--- config.mk ---
export PLATFORM = sky130hd
export DESIGN_NAME = commit_trace_buffer
export DESIGN_NICKNAME = d
export VERILOG_FILES = /design/src/rtl/trace_pkg.sv /design/src/rtl/trace_fifo.sv /design/src/rtl/commit_trace_buffer.sv
export SDC_FILE = /design/constraint.sdc
export NUM_CORES = 1
export LEC_CHECK = 0
export BUFFER_PORTS_ARGS = -buffer_cell sky130_fd_sc_hd__buf_4
export CAP_MARGIN = 0
export CORE_UTILIZATION = 35
export CTS_BUF_LIST = sky130_fd_sc_hd__clkbuf_8
export DETAILED_ROUTE_END_ITERATION = 16
export HOLD_SLACK_MARGIN = 0.12
export PLACE_DENSITY = 0.56
export REMOVE_ABC_BUFFERS = 1
export SYNTH_ARGS = -nofsm -noshare
export SYNTH_HDL_FRONTEND = slang
export SYNTH_SLANG_ARGS = --single-unit
--- constraint.sdc ---
create_clock -name clk -period 6.1 [get_ports clk]
set_clock_uncertainty 0.05 [all_clocks]
set_input_delay 0.915 -clock clk [delete_from_list [all_inputs] [get_ports clk]]
set_output_delay 0.915 -clock clk [all_outputs]
set_load 0.05 [all_outputs]
--- src/rtl/trace_pkg.sv ---
// rtl/trace_pkg.sv - shared state encoding, defaults and signature helper for the commit trace buffer
package trace_pkg;

  localparam int DATA_W_DEF = 32;
  localparam int DEPTH_DEF  = 16;

  // Widest signature the rotate helper supports; callers zero-extend into it.
  localparam int SIG_MAX_W  = 64;

  typedef enum logic [1:0] {
    ST_IDLE  = 2'd0,
    ST_RUN   = 2'd1,
    ST_DRAIN = 2'd2,
    ST_DONE  = 2'd3
  } trace_state_t;

  // Rotate left by one within the low w bits. Bits above w-1 of v must be zero;
  // the caller truncates the result back to w bits.
  function automatic logic [SIG_MAX_W-1:0] rotl1(input logic [SIG_MAX_W-1:0] v,
                                                 input int unsigned w);
    return (v << 1) | ((v >> (w - 1)) & SIG_MAX_W'(1));
  endfunction

endpackage

--- src/rtl/trace_fifo.sv ---
// rtl/trace_fifo.sv - synchronous FIFO with occupancy and simultaneous push/pop
module trace_fifo
  import trace_pkg::*;
#(
  parameter int DATA_W = DATA_W_DEF,
  parameter int DEPTH  = DEPTH_DEF
) (
  input  logic                   clk,
  input  logic                   rst,
  input  logic                   clr,
  input  logic                   push,
  input  logic [DATA_W-1:0]      push_data,
  input  logic                   pop,
  output logic [DATA_W-1:0]      head,
  output logic                   full,
  output logic                   empty,
  output logic [$clog2(DEPTH):0] level
);

  localparam int AW = $clog2(DEPTH);

  logic [DATA_W-1:0] mem [DEPTH];
  logic [AW-1:0]     wr_ptr_q, wr_ptr_d;
  logic [AW-1:0]     rd_ptr_q, rd_ptr_d;
  logic [AW:0]       cnt_q, cnt_d;
  logic              do_push, do_pop;

  assign full    = (cnt_q == (AW+1)'(DEPTH));
  assign empty   = (cnt_q == '0);
  assign level   = cnt_q;
  assign head    = mem[rd_ptr_q];
  // A full FIFO still accepts a push when the head leaves in the same cycle.
  assign do_push = push & (~full | pop);
  assign do_pop  = pop & ~empty;

  // Pointer and occupancy next-state; power-of-two depth lets pointers wrap naturally.
  always_comb begin
    wr_ptr_d = wr_ptr_q;
    rd_ptr_d = rd_ptr_q;
    cnt_d    = cnt_q;
    if (do_push) wr_ptr_d = wr_ptr_q + AW'(1);
    if (do_pop)  rd_ptr_d = rd_ptr_q + AW'(1);
    case ({do_push, do_pop})
      2'b10:   cnt_d = cnt_q + (AW+1)'(1);
      2'b01:   cnt_d = cnt_q - (AW+1)'(1);
      default: cnt_d = cnt_q;
    endcase
  end

  // Pointer and occupancy registers; clr empties the FIFO at the start of a run.
  always_ff @(posedge clk) begin
    if (rst || clr) begin
      wr_ptr_q <= '0;
      rd_ptr_q <= '0;
      cnt_q    <= '0;
    end else begin
      wr_ptr_q <= wr_ptr_d;
      rd_ptr_q <= rd_ptr_d;
      cnt_q    <= cnt_d;
    end
  end

  // Storage array; contents need no reset because occupancy gates every read.
  always_ff @(posedge clk) begin
    if (do_push) mem[wr_ptr_q] <= push_data;
  end

endmodule

--- src/rtl/commit_trace_buffer.sv ---
// rtl/commit_trace_buffer.sv - writeback capture FIFO, running signature and run/drain/check FSM
module commit_trace_buffer
  import trace_pkg::*;
#(
  parameter int DATA_W   = DATA_W_DEF,
  parameter int DEPTH    = DEPTH_DEF,
  parameter int CNT_W    = 16,
  parameter int N_RETIRE = 64,
  parameter int TIMEOUT  = 1000
) (
  input  logic                   clk,
  input  logic                   rst,
  input  logic                   start,
  input  logic                   stop,
  input  logic                   wb_valid,
  input  logic [DATA_W-1:0]      wb_data,
  input  logic [DATA_W-1:0]      exp_sig,
  output logic                   rd_valid,
  output logic [DATA_W-1:0]      rd_data,
  input  logic                   rd_ready,
  output logic [DATA_W-1:0]      signature,
  output logic [CNT_W-1:0]       retire_cnt,
  output logic [$clog2(DEPTH):0] level,
  output logic                   overflow,
  output logic                   timeout,
  output logic                   done,
  output logic                   pass
);

  trace_state_t      state_q, state_d;
  logic [DATA_W-1:0] sig_q, sig_d;
  logic [CNT_W-1:0]  ret_q, ret_d;
  logic [CNT_W-1:0]  cyc_q, cyc_d;
  logic              ovf_q, ovf_d;
  logic              to_q, to_d;
  logic              sig_ok_q, sig_ok_d;

  logic              fifo_clr, fifo_push, fifo_pop;
  logic              fifo_full, fifo_empty;
  logic [DATA_W-1:0] fifo_head;
  logic              in_run, hit_ret, hit_to;

  assign in_run    = (state_q == ST_RUN);
  assign rd_valid  = ~fifo_empty & (in_run | (state_q == ST_DRAIN));
  assign fifo_pop  = rd_valid & rd_ready;
  assign fifo_push = in_run & wb_valid & (~fifo_full | fifo_pop);
  assign rd_data   = rd_valid ? fifo_head : '0;

  trace_fifo #(
    .DATA_W (DATA_W),
    .DEPTH  (DEPTH)
  ) u_fifo (
    .clk       (clk),
    .rst       (rst),
    .clr       (fifo_clr),
    .push      (fifo_push),
    .push_data (wb_data),
    .pop       (fifo_pop),
    .head      (fifo_head),
    .full      (fifo_full),
    .empty     (fifo_empty),
    .level     (level)
  );

  // Run control: fold retirements, pick the run-ending cause, wait for drain.
  always_comb begin
    state_d  = state_q;
    sig_d    = sig_q;
    ret_d    = ret_q;
    cyc_d    = cyc_q;
    ovf_d    = ovf_q;
    to_d     = to_q;
    sig_ok_d = sig_ok_q;
    fifo_clr = 1'b0;
    hit_ret  = 1'b0;
    hit_to   = 1'b0;
    case (state_q)
      ST_IDLE, ST_DONE: begin
        if (start) begin
          state_d  = ST_RUN;
          sig_d    = '0;
          ret_d    = '0;
          cyc_d    = '0;
          ovf_d    = 1'b0;
          to_d     = 1'b0;
          sig_ok_d = 1'b0;
          fifo_clr = 1'b1;
        end
      end
      ST_RUN: begin
        cyc_d = (&cyc_q) ? cyc_q : cyc_q + CNT_W'(1);
        if (wb_valid) begin
          // Dropped values still count and still fold into the signature.
          sig_d = DATA_W'(rotl1(SIG_MAX_W'(sig_q), DATA_W)) ^ wb_data;
          ret_d = (&ret_q) ? ret_q : ret_q + CNT_W'(1);
          if (fifo_full && !fifo_pop) ovf_d = 1'b1;
        end
        hit_ret = wb_valid && (N_RETIRE != 0) && (ret_d == CNT_W'(N_RETIRE));
        hit_to  = (TIMEOUT != 0) && (cyc_q == CNT_W'(TIMEOUT - 1));
        if (stop || hit_ret || hit_to) begin
          state_d  = ST_DRAIN;
          // Compare against the signature including this cycle's retirement.
          sig_ok_d = (sig_d == exp_sig);
          // Timeout is flagged only when it is the cause that ended the run.
          if (!stop && !hit_ret) to_d = 1'b1;
        end
      end
      ST_DRAIN: begin
        if (fifo_empty) state_d = ST_DONE;
      end
      default: state_d = ST_IDLE;
    endcase
  end

  // State, signature, counters and sticky flags.
  always_ff @(posedge clk) begin
    if (rst) begin
      state_q  <= ST_IDLE;
      sig_q    <= '0;
      ret_q    <= '0;
      cyc_q    <= '0;
      ovf_q    <= 1'b0;
      to_q     <= 1'b0;
      sig_ok_q <= 1'b0;
    end else begin
      state_q  <= state_d;
      sig_q    <= sig_d;
      ret_q    <= ret_d;
      cyc_q    <= cyc_d;
      ovf_q    <= ovf_d;
      to_q     <= to_d;
      sig_ok_q <= sig_ok_d;
    end
  end

  assign signature  = sig_q;
  assign retire_cnt = ret_q;
  assign overflow   = ovf_q;
  assign timeout    = to_q;
  assign done       = (state_q == ST_DONE);
  assign pass       = done & sig_ok_q & ~ovf_q & ~to_q;

endmodule

After elaboration in Yosys (flattened, before gate mapping)
Memory sizes are Yosys's and may differ from the RTL's. A register that Yosys moved wholly into a read port is not among the register bits.
Index checks and enable logic that the tools add are counted.
{ "op_classes": {"n_mux": 32, "n_eq_ne": 16, "div": 0, "add_sub_neg": 6, "order_cmp": 0, "n_shift": 0, "n_reduce_logical": 22, "n_bitwise": 17, "n_mul": 0} }
{ "op_table": {"columns": ["op", "count"], "rows": [
  ["32-bit 2-to-1 mux", 4],
  ["16-bit 2-to-1 mux", 5],
  ["16-bit one-hot mux with 2 select lines", 2],
  ["32-bit one-hot mux with 2 select lines", 1],
  ["16-bit by 1-bit adder with 16-bit output, second input constant", 2],
  ["32-bit == test", 1],
  ["32-bit by 1-bit bitwise OR with 32-bit output", 1],
  ["16-bit AND reduction", 2],
  ["32-bit XOR", 1],
  ["16-bit by 10-bit == test with 1-bit output, second input constant", 1],
  ["16-bit by 7-bit == test with 1-bit output, second input constant", 1],
  ["1-bit 2-to-1 mux", 10],
  ["5-bit one-hot mux with 2 select lines", 1],
  ["1-bit AND", 9],
  ["3-bit AND reduction", 3],
  ["4-bit by 1-bit adder with 4-bit output, second input constant", 2],
  ["4-bit 2-to-1 mux", 2],
  ["2-bit by 1-bit inequality test with 1-bit output, second input constant", 4],
  ["4-bit AND reduction", 2],
  ["2-bit == test, second input constant", 3],
  ["2-bit 2-to-1 mux", 3],
  ["2-bit inequality test, second input constant", 3],
  ["1-bit one-hot mux with 2 select lines", 3],
  ["2-bit one-hot mux with 3 select lines", 1],
  ["other kinds (14)", 26]
]} }
{ "word_totals": {"latch_bits": 0, "memories": 1, "rom_bits": 0, "ramBits": 512, "regBits": 82} }
{ "memory_table": {"columns": ["memory", "words", "width", "rd", "rd_ports_with_merged_regs", "write_ports", "line", "text"], "rows": [
  ["u_fifo.mem", 16, 32, 1, 1, 1, "trace_fifo.sv:22", "logic [DATA_W-1:0] mem [DEPTH];"]
]} }

Longest topological paths before layout
{ "depth": {"word_depth": 11, "mapped_depth": 17, "depth_no_buf": 16} }

Modules after synthesis
Synthesis repeated with hierarchy kept, for this count alone.
{ "hier_totals": {"hier_cells": 1486, "hier_area_um2": 24704.9} }
{ "modules_own_cells": {"columns": ["module", "seq_area_each_um2", "area_each_um2", "n_inst", "cells_per_inst"], "rows": [
  ["trace_fifo", 15715.1, 20126.8, 1, 904],
  ["commit_trace_buffer", 1381.3, 4578.1, 1, 582]
]} }

Worst setup path before layout
No wires, ideal clock.
{ "synth_path": {"kind": "register to register", "startpoint": "reg u_fifo.cnt_q[0], in the netlist u_fifo.level[0]", "endpoint": "mem u_fifo.mem[3][0] in the netlist's numbering (enable)", "setup_slack_ps": 1419, "t_arrival_ps": 4170, "setup_time_ps": 461, "synth_period_minus_slack_ps": 4681, "n_path_buf": 1, "t_required_ps": 5589, "path_stages_with_launch": 8, "cell_sequence": "dfxtp_1 > or4_1 > o211a_1 > clkbuf_1 > o31ai_1 > nor2_1 > nand2_1 > nor3_1"} }
{ "synth_between": {"elab_chain_len": 9} }
{ "synth_rtl": {"columns": ["item", "line", "text"], "rows": [
  ["start, declared", "trace_fifo.sv:25", "logic [AW:0] cnt_q, cnt_d;"],
  ["start signal, assigned", "trace_fifo.sv:59", "cnt_q <= cnt_d;"],
  ["5-bit logical NOT", "trace_fifo.sv:29", "assign empty = (cnt_q == '0);"],
  ["1-bit NOT", "commit_trace_buffer.sv:44", "assign rd_valid = ~fifo_empty & (in_run | (state_q == ST_DRAIN));"],
  ["1-bit AND", "commit_trace_buffer.sv:44", null],
  ["1-bit AND", "commit_trace_buffer.sv:45", "assign fifo_pop = rd_valid & rd_ready;"],
  ["1-bit bitwise OR (*)", "trace_fifo.sv:33, commit_trace_buffer.sv:46", null],
  ["1-bit AND", "commit_trace_buffer.sv:46", "assign fifo_push = in_run & wb_valid & (~fifo_full | fifo_pop);"],
  ["1-bit AND (*)", "trace_fifo.sv:33", "assign do_push = push & (~full | pop);"],
  ["1-bit 2-to-1 mux (*)", "trace_fifo.sv:65", "if (do_push) mem[wr_ptr_q] <= push_data;"],
  ["1-bit 2-to-1 mux (implied by the code) (*)", "trace_fifo.sv:65", null],
  ["end, declared", "trace_fifo.sv:22", null]
]} }
Every way passes the cells marked *; elsewhere a longest branch is shown, timed or not.

==> results.md <==
| Stage | Quantity | This run |
| --- | --- | --- |
| pwr | Internal power | 6673 uW |
| global route | Wire length of the first global-routing pass | 94.25 mm |
| floorplan | Row cnt | 96 |
| floorplan | Die outline width | 267.1 um |
| synth | Post-Syn Area | 0.02459 mm^2 |
| place | Gp weighted congestion | 0.8196 |
| clock network | Hold-fix buffer count after cts | 0 |
| synth | Synth top area cells | sky130_fd_sc_hd__edfxtp_1 63%, sky130_fd_sc_hd__mux4_2 12%, sky130_fd_sc_hd__dfxtp_1 7.0% |
| critical path | Largest fanout on the critical path | 43 |
| global route | Maximum number of pins on one net before global-route repair | 68 |
| route | Number of DRC violations after detailed-routing iteration 0 | 959 |
| clock network | Maximum buffer depth of the clock tree | 3 |
| route | Via count | 13,928 |
| timing | Final hold violation count | 0 |
| timing | Highest attainable clock frequency | 231.7 MHz |
| pwr | Switching Power | 2589 uW |
| pwr | Switching portion of total power | 27.96% |
| place | HPWL after detailed placement | 39.66 mm |
| worst hold path | Hold path startpoint | sig_ok_q |
| synth | Synth top area share | 62.52% |
| route | Final WL | 64.28 mm |
| final layout | Number of fillers in the final layout | 6,311 |
| final layout | Non-Filler Instances | 2,668 |
| global route | Initial antenna violation count | 2 |
| status | Status | finished clean |
| critical path | Kind of start point of the critical path | register |
| clock network | Clock tree sinks | 598 |
| pwr | Leak Pwr | 0.009427 uW |
| floorplan | Boundary pin count | 160 |
| synth | Prevailing post-synth register cell | sky130_fd_sc_hd__edfxtp_1 |
| critical path | Classification of the worst setup path | reg -> out |
| final layout | Share of cells above drive strength 1 | 27.42% |
| pwr | Power per cell area | 320.6 mW/mm^2 |
| synth | Number of enable-type register cells in the synthesized netlist | 512 |
| synth | Fraction of the yosys area taken by sequential cells | 69.52% |
| floorplan | Starting density of the core | 35.61% |
| clock network | CTS Root Cell | sky130_fd_sc_hd__clkbuf_8 |
| synth | Ys async rst share | 0% |
| critical path | Register-to-Register Setup Slack | 2190 ps |
| final layout | Commonest non-fill, non-tap cell in the layout | sky130_fd_sc_hd__edfxtp_1 |
| pwr | Peak supply drop | 0.2483 mV |
| timing | Headroom to the max-slew limit | 19.61% |
| floorplan | Die area | 0.07133 mm^2 |
| synth | Synthesized area per cell | 16.95 um^2 |
| place | Input/output buffers | 159 |
| clock network | Number of levels the H-tree was split into | 3 |
| pwr | Fraction of power consumed by the clock network | 36.2% |
| place | Placed Instances | 2,485 |
| floorplan | Placeable core area | 0.06907 mm^2 |
| route | Post-DR wirelength/cell | 24.09 um |
| clock network | TritonCTS clock tree | yes |
| critical path | Required time of the critical path | 5130 ps |
| final layout | Post-layout nets | 1,740 |
| timing | Post-Route Setup TNS | 0 ps |
| timing | Min cycle time layout | 4316 ps |
| clock network | Num CTS Buffers | 98 |
| timing | Fraction of the cycle the final worst path needs | 70.76% |
| synth | Post-Syn Instances | 1,451 |
| synth | Number of different library cells in the post-synthesis netlist | 61 |
| global route | GRT Resource Usage Total | 18.19% |
| timing | RSZ-0062 raised after global routing | no |
| worst hold path | Worst Hold Endpoint | sig_ok_q |
| global route | Overflow left after global routing | 0 |
| flow run | Max-Cap Viols | 0 |
| pwr | Combinational cell fraction of total power | 14.0% |
| timing | Worst-Margin Slew | 1203 ps |
| clock network | Number of setup buffers added after CTS | 0 |
| timing | Final count of pins violating max slew | 0 |
| pwr | Share of power burned in registers | 49.8% |
| floorplan | Die Span Y | 267.1 um |
| worst hold path | Worst hold path type | reg -> reg |
| synth | Number of synthesized register bits | 598 |
| route | Number of DRC violations after detailed routing | 0 |
| global route | Number of global-route vias before repair | 14,146 |
| worst hold path | Worst hold path stage count | 2 |
| synth | Yosys warnings | 0 |
| route | Remaining number of nets flagged by the antenna check after routing | 0 |
| final layout | Highest-count cells in the layout ignoring fill and taps | 512 x sky130_fd_sc_hd__edfxtp_1, 183 x sky130_fd_sc_hd__buf_4, 128 x sky130_fd_sc_hd__mux4_2 |
| route | Vias per cell | 5.220 |
| critical path | Arrival time of the worst setup path | 3350 ps |
| critical path | Sort of element at the end of the critical path | output port |
| critical path | Beginning of the worst register-to-register path | state_q[0] |
| clock network | Clock transition at the registers of the reported paths | 60 ps |
| clock network | Clock insertion delay at the later pin of the skew report | 710 ps |
| critical path | Worst reg2reg path depth | 9 |
| synth | Cell type with the largest total area after synthesis | sky130_fd_sc_hd__edfxtp_1 |
| critical path | Worst reg2reg endpoint | u_fifo.mem[7][11] |
| final layout | Synthesis-to-finish area growth | 17.49% |
| timing | Final setup vio count | 0 |
| clock network | Post-cts resize count | 0 |
| route | First-pass iteration count of the detailed router | 5 |
cell type report:
| cell class | instances | area, um^2 | share of cell area [%] |
|---|---|---|---|
| tap | 931 | 1165 | 4.032 |
| antenna | 1 | 2.502 | 0.008661 |
| timing repair buffer | 187 | 1454 | 5.032 |
| clock inverter | 73 | 382.9 | 1.325 |
| clock buffer | 109 | 1500 | 5.192 |
| sequential | 598 | 17110 | 59.22 |
| inverter | 19 | 71.32 | 0.2468 |
| multi-input combinational | 750 | 7206 | 24.94 |
critical path: stages (launching register included):
cell	delay (ps)
sky130_fd_sc_hd__dfxtp_4	840
sky130_fd_sc_hd__buf_12	390
sky130_fd_sc_hd__mux4_2	550
sky130_fd_sc_hd__nor2b_1	140
sky130_fd_sc_hd__a211oi_1	270
sky130_fd_sc_hd__a211oi_1	100
sky130_fd_sc_hd__buf_4	250
how the worst max path moves through the flow:
| stage | endpoint | cells after the start |
|---|---|---|
| global placement | u_fifo.mem[4][5] | 6 |
| CTS | rd_data[19] | 6 |
| finish | rd_data[19] | 6 |
| global route | rd_data[19] | 6 |
| floorplan | rd_data[0] | 4 |
| detailed placement | u_fifo.mem[7][27] | 6 |
metrics by stage:
stage | power, uW | worst slack, ps | hold WS, ps | instance area (um^2) | utilization [%]
finish | 9262 | 1784 | 431.7 | 28890 | 41.83
global route | 9623 | 1521 | 445.2 | 28890 | 41.83
CTS | 9346 | 1678 | 423.6 | 28890 | 41.83
detailed placement | 5989 | 1828 | 415.0 | 27010 | 39.10
global placement | 5974 | 1998 | 412.5 | 27010 | 39.10
floorplan | 5451 | -2295 | 392.9 | 24250 | -
synthesized netlist by cell type (all sizes together) (5+ instances only):
cell type / count
a211oi: 65
a21oi: 38
a22oi: 31
a311oi: 5
a31oi: 5
and3: 6
buf: 28
clkbuf: 56
dfxtp: 86
edfxtp: 512
ha: 15
inv: 19
mux2i: 48
mux4: 128
nand2: 35
nand2b: 6
nand3: 13
nand4: 20
nor2: 114
nor2b: 33
nor3: 16
nor4: 10
o21ai: 19
xnor2: 45
xor2: 55
routing by layer:
metal	track usage, %	up-vias	part of all wire, %
met3	6.372	90	9.1
met1	24.80	7198	43
met5	1.663	-	0.27
met2	27.51	460	46
met4	4.551	4	1.7
li1	-	6176	-
kinds of logic (layout without fill, tap and decap cells):
family / after synthesis / in the layout / synth area share, %
compound gates: 186 / 186 / 5.185
xor+xnor: 100 / 100 / 3.561
fa+ha+maj: 16 / 16 / 0.8446
buf+inv: 103 / 388 / 1.699
flops: 598 / 598 / 69.52
mux: 177 / 177 / 13.72
other cells: 0 / 1 / 0
simple gates: 271 / 271 / 5.469
sequential cells by signal, summed over array words and instances, names as in the netlist, named ones only:
signal and flops:
sig_ok_q 1, u_fifo.mem 512, state_q 2, cyc_q 16, signature 32, u_fifo.level 5, timeout 1, u_fifo.rd_ptr_q 4
u_fifo.wr_ptr_q 4, overflow 1, retire_cnt 16
power groups by stage:
stage / clock (uW) / combinational (uW) / sequential [uW]
floorplan: 0 / 662 / 4790
global placement: 0 / 1280 / 4700
detailed placement: 0 / 1290 / 4700
CTS: 3440 / 1290 / 4620
global route: 3600 / 1400 / 4630
finish: 3350 / 1290 / 4620
No activity file was read; power rests on OpenSTA's default activity.
